## src/rtl/issue_rat_prf_prefetch.sv

```systemverilog
// Prefetch queue between the PRF free list and rename; drains unallocated PRFs back on flush.
// Optional combinational empty-queue bypass under ISSUE_RAT_PREFETCH_BYPASS_EN.
module issue_rat_prf_prefetch #(
    parameter int unsigned DEPTH_LOG2 = 2,
    parameter int unsigned PRF_WIDTH  = 6
) (
    input  logic                  clk,
    input  logic                  reset,
    input  logic [PRF_WIDTH-1:0]  i_acquire_prf,
    input  logic                  i_acquire_valid,
    output logic                  o_acquire_ready,
    output logic [PRF_WIDTH-1:0]  o_alloc_prf,
    output logic                  o_alloc_valid,
    input  logic                  i_alloc_ready,
    output logic [PRF_WIDTH-1:0]  o_abandoned_prf,
    output logic                  o_abandoned_valid,
    input  logic                  i_abandoned_ready,
    input  logic                  i_flush,
    output logic                  o_draining,
    output logic [DEPTH_LOG2:0]   o_count
);

    localparam int unsigned DEPTH = 1 << DEPTH_LOG2;
    localparam logic [DEPTH_LOG2:0]   FullCount = {1'b1, {DEPTH_LOG2{1'b0}}};
    localparam logic [DEPTH_LOG2:0]   CntOne    = (DEPTH_LOG2+1)'(1);
    localparam logic [DEPTH_LOG2-1:0] PtrOne    = DEPTH_LOG2'(1);

    typedef enum logic [0:0] {StRun, StDrain} state_e;

    state_e                state_q, state_d;
    logic [PRF_WIDTH-1:0]  mem_q [DEPTH];
    logic [DEPTH_LOG2-1:0] rd_ptr_q, rd_ptr_d, wr_ptr_q, wr_ptr_d;
    logic [DEPTH_LOG2:0]   count_q, count_d;

    logic                  run, full, empty, accept;
    logic                  push, pop;
    logic [PRF_WIDTH-1:0]  head;

    assign run   = (state_q == StRun);
    assign full  = (count_q == FullCount);
    assign empty = (count_q == '0);
    assign head  = mem_q[rd_ptr_q];
    // Flush blocks both RUN-side handshakes in its own cycle.
    assign accept = run & ~i_flush;

    always_comb begin
        o_acquire_ready   = accept & ~full;
        o_abandoned_valid = ~run;
        o_abandoned_prf   = head;
        o_draining        = ~run;
        o_count           = count_q;
`ifdef ISSUE_RAT_PREFETCH_BYPASS_EN
        // Empty queue forwards the offered PRF; it is queued only if rename does not take it.
        if (accept & empty) begin
            o_alloc_valid = i_acquire_valid;
            o_alloc_prf   = i_acquire_prf;
            push          = i_acquire_valid & o_acquire_ready & ~i_alloc_ready;
            pop           = 1'b0;
        end else begin
            o_alloc_valid = accept & ~empty;
            o_alloc_prf   = head;
            push          = i_acquire_valid & o_acquire_ready;
            pop           = o_alloc_valid & i_alloc_ready;
        end
`else
        o_alloc_valid = accept & ~empty;
        o_alloc_prf   = head;
        push          = i_acquire_valid & o_acquire_ready;
        pop           = o_alloc_valid & i_alloc_ready;
`endif
        pop = pop | (o_abandoned_valid & i_abandoned_ready);
    end

    always_comb begin
        state_d  = state_q;
        rd_ptr_d = rd_ptr_q;
        wr_ptr_d = wr_ptr_q;
        count_d  = count_q;
        if (push) wr_ptr_d = wr_ptr_q + PtrOne;
        if (pop)  rd_ptr_d = rd_ptr_q + PtrOne;
        unique case ({push, pop})
            2'b10:   count_d = count_q + CntOne;
            2'b01:   count_d = count_q - CntOne;
            default: count_d = count_q;
        endcase
        unique case (state_q)
            StRun:   if (i_flush && !empty) state_d = StDrain;
            StDrain: if (pop && count_q == CntOne) state_d = StRun;
            default: state_d = StRun;
        endcase
    end

    always_ff @(posedge clk or posedge reset) begin
        if (reset) begin
            state_q  <= StRun;
            rd_ptr_q <= '0;
            wr_ptr_q <= '0;
            count_q  <= '0;
        end else begin
            state_q  <= state_d;
            rd_ptr_q <= rd_ptr_d;
            wr_ptr_q <= wr_ptr_d;
            count_q  <= count_d;
        end
    end

    always_ff @(posedge clk) begin
        if (push) mem_q[wr_ptr_q] <= i_acquire_prf;
    end

endmodule

```

## config.mk

```make
export PLATFORM = sky130hd
export DESIGN_NAME = issue_rat_prf_prefetch
export DESIGN_NICKNAME = d
export VERILOG_FILES = /design/src/rtl/issue_rat_prf_prefetch.sv
export SDC_FILE = /design/constraint.sdc
export NUM_CORES = 1
export LEC_CHECK = 0
export BUFFER_PORTS_ARGS = -buffer_cell sky130_fd_sc_hd__buf_4
export CORE_MARGIN = 4
export CORE_UTILIZATION = 57
export CTS_CLUSTER_SIZE = 14
export DETAILED_ROUTE_END_ITERATION = 6
export GPL_TIMING_DRIVEN = 0
export HOLD_SLACK_MARGIN = 0.02
export PLACE_DENSITY = 0.87
export SLEW_MARGIN = 40
export SYNTH_ARGS = -nofsm -noshare
export SYNTH_HDL_FRONTEND = slang
export SYNTH_SLANG_ARGS = --single-unit
```

## constraint.sdc

```tcl
create_clock -name clk -period 5.81 [get_ports clk]
set_input_delay 0.8715 -clock clk [delete_from_list [all_inputs] [get_ports clk]]
set_output_delay 0.8715 -clock clk [all_outputs]
set_load 0.01 [all_outputs]
```

# Yosys cells after proc, flatten, opt, wreduce, memory -nomap -nowiden

Memories as Yosys holds them, arrays and structs flattened.
Index checks and enable logic that the tools add are counted.

Bitwise gates (word level): 11
Equality and inequality tests: 4
Reductions and logical operators: 5
Add/subtract/negate cells: 4
Mux-type cells: 6

Operators by type and width:

| cell                                                                | count |
|---|---|
| 1-bit bitwise AND                                                   | 6 |
| 3-bit one-hot mux with 2 select lines                               | 1 |
| 2-bit by 1-bit adder with 2-bit output (second input constant)      | 2 |
| 1-bit two-way mux                                                   | 4 |
| 1-bit NOT                                                           | 4 |
| 3-bit by 1-bit adder with 3-bit output (second input constant)      | 1 |
| 3-bit by 1-bit == test with 1-bit output (second input constant)    | 1 |
| 3-bit == test (second input constant)                               | 1 |
| 3-bit logical NOT                                                   | 1 |
| 3-bit by 1-bit subtractor with 3-bit output (second input constant) | 1 |
| 2-bit by 1-bit == test with 1-bit output (second input constant)    | 1 |
| 2-bit == test (second input constant)                               | 1 |
| 1-bit logical AND                                                   | 2 |
| 1-bit one-hot mux with 2 select lines                               | 1 |
| 2-bit nonzero test                                                  | 1 |
| 1-bit logical NOT                                                   | 1 |
| 1-bit bitwise OR                                                    | 1 |

Word-level logic and storage cells: 35
Output and inout port bits: 19
Register bits: 8
Memories: 1
RAM bits: 24
Bits of input ports: 12

Memories:

| name  | words | width | rd ports | clocked after Yosys merged registers in | write ports | line | source |
|---|---|---|---|---|---|---|---|
| mem_q | 4     | 6     | 1        | 0                                       | 1           | 31   | `logic [PRF_WIDTH-1:0] mem_q [DEPTH];` |

# Depth between registers and ports, before layout

Gate-level depths: netlist of run 1.

Depth in word-level cells: 8
Depth in mapped cells: 9
Depth with buffers taken out: 9

# Least setup slack after synthesis of run 1

OpenSTA, ideal clock, no wires.

Kind: input-to-reg
Start point: input port i_flush
End point: register count_q[2] (netlist: o_count[2])
Path buffers: 0
Required time: 5680 ps
Setup slack: 3613 ps
Library setup time: 130 ps
Stages: 7
Arrival time: 2067 ps
Path through: a211oi_2 > and2_4 > inv_1 > ha_1 > mux2i_1 > nor2_1 > xor2_1

Word-level cells in the longest chain between the ends: 7
Elaborated cells between the ends (all ways): 11
Those cells by class: eq/ne: 2; mux: 1; bitwise: 7; reduce/logical: 1

RTL lines:

| what                                                                               | line | source |
|---|---|---|
| start: declaration                                                                 | 18   | `input logic i_flush,` |
| 1-bit NOT *                                                                        | 44   | `assign accept = run & ~i_flush;` |
| 1-bit bitwise AND *                                                                | 44   |  |
| 1-bit bitwise AND                                                                  | 66   | `o_alloc_valid = accept & ~empty;` |
| 1-bit bitwise AND                                                                  | 69   | `pop = o_alloc_valid & i_alloc_ready;` |
| 1-bit bitwise OR                                                                   | 71   | `pop = pop \| (o_abandoned_valid & i_abandoned_ready);` |
| 2-bit by 1-bit == test with 1-bit output / 2-bit == test (equally long branches)   | 81   | `unique case ({push, pop})` |
| 3-bit one-hot mux with 2 select lines / 2-bit nonzero test (equally long branches) | --   |  |
| end signal: assignment                                                             | 103  | `count_q <= count_d;` |
| end: declaration                                                                   | 33   | `logic [DEPTH_LOG2:0] count_q, count_d;` |

Every way passes the cells marked *; elsewhere a longest branch is shown, timed or not.
A chain may end at the register's enable or synchronous reset.

# Worst setup path in the final report of run 1

Start point: register count_q[0] (netlist: o_count[0])
End point: output port o_acquire_ready

Word-level cells in the longest chain between the ends: 3

RTL lines:

| what              | line | source |
|---|---|---|
| 3-bit == test     | 40   | `assign full = (count_q == FullCount);` |
| 1-bit NOT         | 47   | `o_acquire_ready = accept & ~full;` |
| 1-bit bitwise AND | 47   |  |
| end: declaration  | 11   | `output logic o_acquire_ready,` |

No other way between the ends.

==> out/results.tsv, run 1 <==
stage	metric	value	unit
outcome	status	completed	
synthesis	yosysMostFrequentCell	edfxtp_1	
setup_path	worstPathCellList	inv_1 > ha_1 > a211oi_2 > buf_4	
floorplanning	core_area	2500	sq um
setup_path	regToRegSetupSlack	3.62	ns
floorplanning	die_x	59.26	um
timing	finalSetupViolCount	0	
final_layout	fin_nets	155	
final_layout	area_growth	21.64	%
synthesis	ys_ff_latch	32	
route	route.detailed.drc	0	
setup_path	cp_top_family	compound AO/OA/AOI/OAI gates	
timing	fin_tns_setup	0	ns
timing	hold_viol	0	
route	ant_nets	0	
final_layout	nFillCells	178	
grt	grt_pass1_vias	930	
synthesis	synthArstFlopShare	0.2500	
final_layout	fin_util	0.7287	
place	port_buffers	30	
route	drt_iter0_markers	23	
final_layout	final_cells	165	
clock_network	clock-sinks	32	
synthesis	synth.distinct_cells	25	
clock_network	clockBufferDepth	2	
final_layout	antenna_cells	0	
synthesis	synth_ff_type	edfxtp_1	
synthesis	synth_area	1498	sq um
place	gp_congestion	0.7602	
setup_path	path_class	reg2out	
clock_network	ctsResizeCount	0	
final_layout	post-route-cell-area	1822	sq um
timing	finalCriticalPeriod	2.606	ns
timing	drv_slew	0	
timing	fmax	383.7	MHz
setup_path	worst_path_max_delay_cell	a211oi_2	
place	pre_cts_ws	3.295	ns
setup_path	critPathMaxFanout	7	
synthesis	synth_top_area_frac	0.4812	
synthesis	yosysSeqAreaShare	0.6149	
clock_network	cts_setup_buffers	0	
timing	fin_skew	0.004227	ns
place	hpwl	1.950	mm
synthesis	synth_nets	118	
setup_path	reg2regPathDepth	8	
clock_network	tritoncts	yes	
setup_path	critPathMaxStageDelay	0.46	ns
route	dr.pass1.iters	4	
setup_path	r2r-start	o_count[0]	
synthesis	synth_edf_count	24	
timing	worstMarginPinSlew	0.4688	ns
synthesis	yosysWarnings	0	
grt	grt-ovfl-total	0	
route	vias	888	
final_layout	area.sequential	920.9	sq um
route	drt_wl_total	2.600	mm
timing	finalCritPeriodShare	0.4486	
synthesis	synth_common_cells	24 x edfxtp_1, 9 x ha_1, 8 x buf_4, 8 x dfrtp_1	
setup_path	start_kind	flip-flop	
clock_network	htreeDepth	2	
setup_path	cp-end-kind	primary output	
final_layout	multi_input_area	478.0	sq um
clock_network	clk_pin_slew_worst_paths	0.09	ns
pwr	p_leak	0.7667	nW
job	cap_viol_max_count	0	
synthesis	postSynthAreaPerCell	15.44	sq um
pwr	peakVddDrop	0.4269	mV
pwr	p_total	0.8742	mW
timing	slew-limit-headroom	0.6869	
timing	rsz0062_at_grt	no	
floorplanning	dieArea	3512	sq um
grt	grt_usage	0.1747	
floorplanning	initial_core_util	0.5991	
place	place_area	1760	sq um
synthesis	synth_area_leaders	edfxtp_1 48%, dfrtp_1 13%, mux4_2 9.0%	
grt	antenna_found_initial	0	
clock_network	cts_hold_buffers	0	
setup_path	required	4.94	ns
final_layout	drive_above_1_share	0.4370	
floorplanning	num_io_pins	31	
setup_path	timing.critical_path.buf_inv	2	
synthesis	netlist_instances	97	
route	vias_per_cell	5.382	
clock_network	clkLatencyLatePin	0.32	ns
pwr	p_per_area	479.9	nW/um^2
setup_path	cp_data_arrival_time	1.73	ns
grt	grt_max_degree	11	
worst_hold_path	min_path_type	in2async	
timing	whs	0.5068	ns
synthesis	synth_top_cell_by_area	edfxtp_1	
clock_network	clockRootBuffer	clkbuf_4	
grt	grt_pass1_wl	4.333	mm
floorplanning	chipHeight	59.26	um
clock_network	numCtsBuffers	5	
floorplanning	core.rowCount	18	
setup_path	reg2reg_to	o_count[2]	
route	route.detailed.wl_per_inst	15.76	um
place	dp.cells	157	
timing	setup_slack	3.204	ns
## layout by cell type, fill, tap and decap left out, drive strengths merged, types with 3 or more instances in the layout
cell and n:
edfxtp 24, nand2b 4, buf 40, and3 4, ha 9, dfrtp 8, o21ai 5, inv 6
xnor2 3, clkbuf 6, nand2 4, mux4 6
## cell families after synthesis
family,Yosys count,synth area share
buffers and inverters,16,0.06600
flip-flops,32,0.6149
adder cells (fa/ha/maj),9,0.07519
multiplexers,7,0.09691
AO/OA/AOI/OAI,8,0.04093
AND/OR/NAND/NOR,20,0.07685
XOR/XNOR,5,0.02925
## power by group
| group | internal, mW | switching (mW) | leakage [nW] | total (mW) |
|---|---|---|---|---|
| combinational | 0.234 | 0.199 | 0.419 | 0.434 |
| sequential | 0.286 | 0.0280 | 0.310 | 0.314 |
| clock | 0.0575 | 0.0692 | 0.0380 | 0.127 |
## per-layer routing
| metal | global-route usage | vias to the layer above | part of all wire |
|---|---|---|---|
| met3 | 0.05447 | 6 | 0.058 |
| met4 | 0.09061 | 0 | 0.028 |
| met5 | 0 | - | 0 |
| met2 | 0.3042 | 32 | 0.54 |
| li1 | - | 418 | - |
| met1 | 0.1882 | 432 | 0.38 |
## area by class of cell
type	instances	share of cell area
flip-flops and latches	32	0.5055
inverters	6	0.01236
repair buffers	30	0.1236
well taps	30	0.02060
multi-input cells	49	0.2624
plain buffers	10	0.04190
clock buffers	6	0.02816
clock inverters	2	0.005494
## registers in the layout, indices dropped and copies added, names as in the netlist
register and count:
mem_q 24, o_count 3, rd_ptr_q 2, wr_ptr_q 2
o_abandoned_valid 1
## worst max-delay path by stage
stage                           from              end  slack, ns  cells after the start
after floorplan              i_flush       o_count[2]       3.61                      7
after global placement       i_flush  o_acquire_ready       3.34                      3
after detailed placement     i_flush  o_acquire_ready       3.30                      3
after CTS                 o_count[0]  o_acquire_ready       3.17                      4
after global routing      o_count[0]  o_acquire_ready       3.06                      4
final                     o_count[0]  o_acquire_ready       3.20                      4
No activity file was read; power rests on OpenSTA's default activity.
==> run 2: changes to the inputs <==
--- a/config.mk
+++ b/config.mk
@@ -7,12 +7,12 @@
 export LEC_CHECK = 0
 export BUFFER_PORTS_ARGS = -buffer_cell sky130_fd_sc_hd__buf_4
 export CORE_MARGIN = 4
-export CORE_UTILIZATION = 57
+export CORE_UTILIZATION = 53
 export CTS_CLUSTER_SIZE = 14
 export DETAILED_ROUTE_END_ITERATION = 6
 export GPL_TIMING_DRIVEN = 0
 export HOLD_SLACK_MARGIN = 0.02
-export PLACE_DENSITY = 0.87
+export PLACE_DENSITY = 0.82
 export SLEW_MARGIN = 40
 export SYNTH_ARGS = -nofsm -noshare
 export SYNTH_HDL_FRONTEND = slang
==> constraint.sdc (replaced) <==
create_clock -name clk -period 2.61 [get_ports clk]
set_input_delay 0.3915 -clock clk [delete_from_list [all_inputs] [get_ports clk]]
set_output_delay 0.3915 -clock clk [all_outputs]
set_load 0.01 [all_outputs]
==> run 2 against run 1 <==
Register-to-register slack worse by 3.3 ns. Power is 120% higher. First-iteration DRC count grew 35%. Global-route usage fell by 1.8 points. Design area up 0.62%. Cell count grew 1.2%. Sequential power grew 120%. Critical path type is now reg2reg. Sequential cell count stayed put. Utilization down 5.8 points. Clock power rose by 130%. Critical endpoint is now o_count[2].
==> out/results.tsv, run 2 (synthesis results as in run 1) <==
stage	metric	value	unit	change
final_layout	final_cell_mix	38 x buf_4, 24 x edfxtp_1, 9 x ha_1		
job	cap_viol_max_count	0		unchanged
final_layout	fin_nets	156		+0.65%
pwr	internal_power	1.286	mW	+120%
route	ant_nets	0		unchanged
timing	rsz0062_at_grt	no		
setup_path	critPathMaxFanout	7		unchanged
clock_network	ctsResizeCount	0		unchanged
setup_path	required	2.86	ns	-2.08 ns
setup_path	critPathMaxStageDelay	0.46	ns	about the same
place	gp_congestion	0.7562		-0.53%
timing	fin_skew	0.004177	ns	-0.00005065 ns
pwr	p_seq_frac	0.359		about the same
setup_path	worstPathCellList	inv_1 > ha_1 > a211oi_2 > and2_4 > inv_1 > ha_1 > nor2_1 > xor2_1		
route	dr.pass1.iters	4		unchanged
floorplanning	core_area	2734	sq um	+9.4%
final_layout	post-route-cell-area	1833	sq um	+0.62%
clock_network	clockBufferDepth	2		unchanged
route	wl_met1	1.081	mm	+11%
timing	fmax	445.1	MHz	
place	hpwl	1.972	mm	+1.1%
setup_path	r2r-start	o_count[0]		
pwr	peakVddDrop	0.9708	mV	+130%
setup_path	start_kind	flip-flop		
pwr	switching_share	0.3416		+0.002406
grt	grt-ovfl-total	0		unchanged
clock_network	clockRootBuffer	clkbuf_4		
pwr	p_leak	0.7709	nW	+0.54%
grt	antenna_found_initial	0		unchanged
clock_network	clk_pin_slew_worst_paths	0.09	ns	about the same
clock_network	htreeDepth	2		unchanged
final_layout	drive_above_1_share	0.4338		-0.003214
route	vias	890		+0.23%
grt	grt_max_degree	11		unchanged
route	highest_layer	met4		
final_layout	largest_register_ffs	24		unchanged
floorplanning	initial_core_util	0.5478		-0.05127
timing	slew-limit-headroom	0.6822		-0.004712
setup_path	regToRegSetupSlack	0.36	ns	-3.26 ns
route	drt_iter0_markers	31		+35%
place	port_buffers	30		unchanged
floorplanning	num_io_pins	31		unchanged
clock_network	clock-sinks	32		unchanged
setup_path	crit_start	o_count[0]		
setup_path	worst_path_max_delay_cell	dfrtp_1		
timing	finalCritPeriodShare	0.8608		
setup_path	cp_data_arrival_time	2.50	ns	+0.77 ns
pwr	p_per_area	1066	nW/um^2	+120%
clock_network	tritoncts	yes		
route	wl_met2	1.365	mm	-2.3%
worst_hold_path	hold_start	i_acquire_prf[0]		
timing	fin_tns_setup	0	ns	unchanged
worst_hold_path	min_path_type	in2reg		
outcome	status	completed		
pwr	netSwitchingPower	0.6672	mW	+120%
place	place_area	1762	sq um	about the same
floorplanning	chipHeight	61.16	um	+3.2%
grt	grt_usage	0.1564		-0.01832
setup_path	cp-end-kind	flip-flop		
pwr	clkPwrFrac	0.149		+0.004
grt	grt_pass1_vias	882		-5.2%
setup_path	path_class	reg2reg		
final_layout	regMostFlops	mem_q		
timing	drv_slew	0		unchanged
timing	finalCriticalPeriod	2.247	ns	
timing	hold_viol	0		unchanged
route	route.detailed.wl_per_inst	15.84	um	+0.51%
route	route.detailed.drc	0		unchanged
final_layout	area_growth	22.39	%	
floorplanning	die_x	61.16	um	+3.2%
final_layout	antenna_cells	0		unchanged
timing	worstMarginPinSlew	0.4759	ns	+0.007056 ns
timing	finalSetupViolCount	0		unchanged
grt	grt_pass1_wl	4.071	mm	-6.0%
route	drt_wl_total	2.645	mm	+1.7%
pwr	p_comb_frac	0.492		-0.004
route	vias_per_cell	5.329		-0.98%
route	dr_wl_met3	157	um	+3.3%
floorplanning	core.rowCount	19		+1
clock_network	numCtsBuffers	5		unchanged
clock_network	clkLatencyLatePin	0.32	ns	about the same
final_layout	final_common_cell	buf_4		
floorplanning	dieArea	3741	sq um	+6.5%
==> run 2: routing by layer <==
metal  vias to the layer above  global-route usage
met4                         0             0.06502
met3                         6             0.05451
met5                         -                   0
met2                        29              0.2749
met1                       434              0.1710
li1                        421                   -
==> run 2: path summary, 6_finish.rpt <==
| kind | to | depth (start not counted) |
|---|---|---|
| max | o_count[2] | 8 |
| min | mem_q[1][0] | 1 |
| max reg2reg | o_count[2] | 8 |
| min reg2reg | o_count[1] | 2 |
| max in group asynchronous | o_count[1] | 3 |
| min in group asynchronous | o_abandoned_valid | 3 |
==> run 2: power by group through the flow <==
stage / combinational [mW] / sequential, mW / clock [mW]
after floorplan: 0.607 / 0.713 / 0
final: 0.961 / 0.701 / 0.291
after global placement: 0.931 / 0.703 / 0
after global routing: 1.04 / 0.709 / 0.322
after CTS: 0.971 / 0.701 / 0.298
after detailed placement: 0.963 / 0.713 / 0
==> run 2: worst max-delay path: cells and delay by family (launching register included) <==
kind            cells  cell delay [ns]
fa+ha+maj           2             0.56
flops               1             0.46
compound gates      1             0.46
simple gates        2             0.39
xor+xnor            1             0.15
buf+inv             2             0.14
==> run 2: timing repair <==
item | in CTS | in global routing
hold buffers | 0 | 1
setup buffers | 0 | 0
endpoints found under the hold margin | 0 | 2
==> run 2: layout make-up <==
cell class | instances | area, sq um
Sequential cell | 32 | 920.9
Fill cell | 203 | 900.9
Multi-Input combinational cell | 49 | 478.0
Timing Repair Buffer | 31 | 235.2
Buffer | 10 | 76.32
Clock buffer | 6 | 51.30
Tap cell | 31 | 38.79
Inverter | 6 | 22.52
Clock inverter | 2 | 10.01
==> run 2: stage by stage <==
stage / utilization / power, mW / cells / setup WS (ns) / hold slack (ns)
2_1_floorplan: - / 1.320 / 97 / 0.5206 / 0.2072
3_3_place_gp: 0.6444 / 1.634 / 158 / 0.4706 / 0.3630
3_5_place_dp: 0.6444 / 1.676 / 158 / 0.4101 / 0.3799
4_1_cts: 0.6668 / 1.970 / 166 / 0.3791 / 0.02093
5_1_grt: 0.6705 / 2.073 / 167 / 0.2758 / 0.2437
6_report: 0.6705 / 1.953 / 167 / 0.3634 / 0.2662
==> run 3: changes to the inputs <==
--- a/config.mk
+++ b/config.mk
@@ -6,13 +6,14 @@
 export NUM_CORES = 1
 export LEC_CHECK = 0
 export BUFFER_PORTS_ARGS = -buffer_cell sky130_fd_sc_hd__buf_4
+export CORE_ASPECT_RATIO = 1.4
 export CORE_MARGIN = 4
-export CORE_UTILIZATION = 53
+export CORE_UTILIZATION = 45
 export CTS_CLUSTER_SIZE = 14
 export DETAILED_ROUTE_END_ITERATION = 6
 export GPL_TIMING_DRIVEN = 0
 export HOLD_SLACK_MARGIN = 0.02
-export PLACE_DENSITY = 0.82
+export PLACE_DENSITY = 0.72
 export SLEW_MARGIN = 40
 export SYNTH_ARGS = -nofsm -noshare
 export SYNTH_HDL_FRONTEND = slang
==> run 3 against run 2 <==
Register-to-register slack improved by 0.04 ns. Clock-buffer cell count did not move. Critical path depth did not move. Sequential share of layout area fell by 0.84 points. Sequential power barely moved. Clock power rose by 30%. Wire length fell by 8.6%. Largest cell class unchanged.
==> out/results.tsv, run 3 (synthesis results as in run 1) <==
stage	metric	value	unit	change
setup_path	cp-end-kind	flip-flop		
route	drt_wl_total	2.417	mm	-8.6%
floorplanning	core.rowCount	24		+5
floorplanning	die_x	56.76	um	-7.2%
floorplanning	initial_core_util	0.4750		-0.07283
clock_network	tritoncts	yes		
timing	finalSetupViolCount	0		unchanged
clock_network	clockBufferDepth	2		unchanged
setup_path	critPathMaxFanout	7		unchanged
clock_network	clkLatencyLatePin	0.28	ns	-0.04 ns
floorplanning	dieArea	4328	sq um	+16%
final_layout	area_growth	24.48	%	
floorplanning	chipHeight	76.26	um	+25%
job	cap_viol_max_count	0		unchanged
grt	grt_pass1_wl	3.995	mm	-1.9%
clock_network	cts_setup_buffers	0		unchanged
place	gp_congestion	0.6775		-10%
grt	grt_usage	0.1232		-0.03315
timing	hold_viol	0		unchanged
route	drt_iter0_markers	18		-42%
place	pre_cts_ws	0.4261	ns	+0.01598 ns
outcome	status	completed		
floorplanning	num_io_pins	31		unchanged
floorplanning	core_area	3153	sq um	+15%
route	route.detailed.drc	0		unchanged
timing	finalCriticalPeriod	2.204	ns	-0.04259 ns
pwr	p_leak	0.7797	nW	+1.1%
final_layout	antenna_cells	0		unchanged
timing	worstMarginPinSlew	0.4578	ns	-0.01804 ns
pwr	peakVddDrop	0.5602	mV	-42%
grt	grt_max_degree	11		unchanged
timing	fin_skew	0.003115	ns	-0.001062 ns
setup_path	required	2.82	ns	-0.04 ns
setup_path	start_kind	flip-flop		
route	vias	870		-2.2%
final_layout	regMostFlops	mem_q		
timing	rsz0062_at_grt	no		
final_layout	final_common_cell	buf_4		
clock_network	ctsResizeCount	0		unchanged
grt	grt-ovfl-total	0		unchanged
clock_network	clk_pin_slew_worst_paths	0.06	ns	-0.03 ns
setup_path	cp_data_arrival_time	2.41	ns	-0.09 ns
worst_hold_path	min_path_type	in2async		
place	port_buffers	30		unchanged
clock_network	clock-sinks	32		unchanged
clock_network	numCtsBuffers	5		unchanged
final_layout	fin_nets	155		-0.64%
timing	fin_tns_setup	0	ns	unchanged
place	hpwl	1.755	mm	-11%
timing	fmax	453.7	MHz	+1.9%
clock_network	clockRootBuffer	clkbuf_8		
final_layout	largest_register_ffs	24		unchanged
route	vias_per_cell	5.000		-6.2%
timing	finalCritPeriodShare	0.8444		-0.01632
timing	setup_slack	0.4060	ns	+0.04259 ns
grt	antenna_found_initial	0		unchanged
pwr	p_per_area	1084	nW/um^2	+1.7%
grt	grt_pass1_vias	873		-1.0%
final_layout	drive_above_1_share	0.4370		+0.003214
timing	drv_slew	0		unchanged
pwr	p_total	2.021	mW	+3.5%
route	ant_nets	0		unchanged
route	route.detailed.wl_per_inst	13.89	um	-12%
timing	slew-limit-headroom	0.6942		+0.01205
clock_network	htreeDepth	2		unchanged
setup_path	path_class	reg2reg		
final_layout	final_cell_mix	38 x buf_4, 24 x edfxtp_1, 9 x ha_1		
clock_network	cts_hold_buffers	0		unchanged
route	dr.pass1.iters	4		unchanged
## run 3: area by class of cell
cell class | count | area [sq um]
Buffer | 10 | 76.32
Clock buffer | 6 | 82.58
Clock inverter | 2 | 10.01
Fill cell | 272 | 1289
Inverter | 6 | 22.52
Multi-Input combinational cell | 49 | 478.0
Sequential cell | 32 | 920.9
Tap cell | 39 | 48.80
Timing Repair Buffer | 30 | 225.2
## run 3: worst paths after layout
path | cells past startpoint | from | slack [ns] | to
max | 8 | o_count[0] | 0.41 | o_count[2]
min | 2 | reset | 0.06 | wr_ptr_q[0]
max reg2reg | 8 | o_count[0] | 0.41 | o_count[2]
min reg2reg | 1 | o_count[2] | 0.56 | o_count[2]
max in group asynchronous | 2 | reset | 2.31 | rd_ptr_q[1]
min in group clk | 1 | i_acquire_prf[5] | 0.31 | mem_q[1][5]
## run 3: report_power, final
part	switching [mW]	leakage (nW)	internal, mW
logic	0.425	0.419	0.519
clock network	0.168	0.0510	0.210
registers	0.0610	0.310	0.637
## run 3: worst max-delay path, cell delays in order (launching register included)
cell and delay [ns]:
dfrtp_1 0.44, inv_1 0.10, ha_1 0.22, a211oi_2 0.45
and2_4 0.24, inv_1 0.04, ha_1 0.34, nor2_1 0.15
xor2_1 0.15
## run 3: stage by stage
step,utilization,instance area [sq um],cells,hold slack (ns)
floorplan,-,1498,97,0.2072
global placement,0.5619,1772,166,0.3649
detailed placement,0.5619,1772,166,0.3704
CTS,0.5913,1864,174,0.06738
global route,0.5913,1864,174,0.08517
finish,0.5913,1864,174,0.05796
## run 3: per-layer routing
metal  wire [um]  part of all wire  up-vias  GRT usage
met5           0                 0        -          0
met4          69             0.029        0    0.08353
met3         149             0.062        7    0.03559
met2        1265              0.52       28     0.2002
met1         933              0.39      419     0.1365
li1            -                 -      416          -
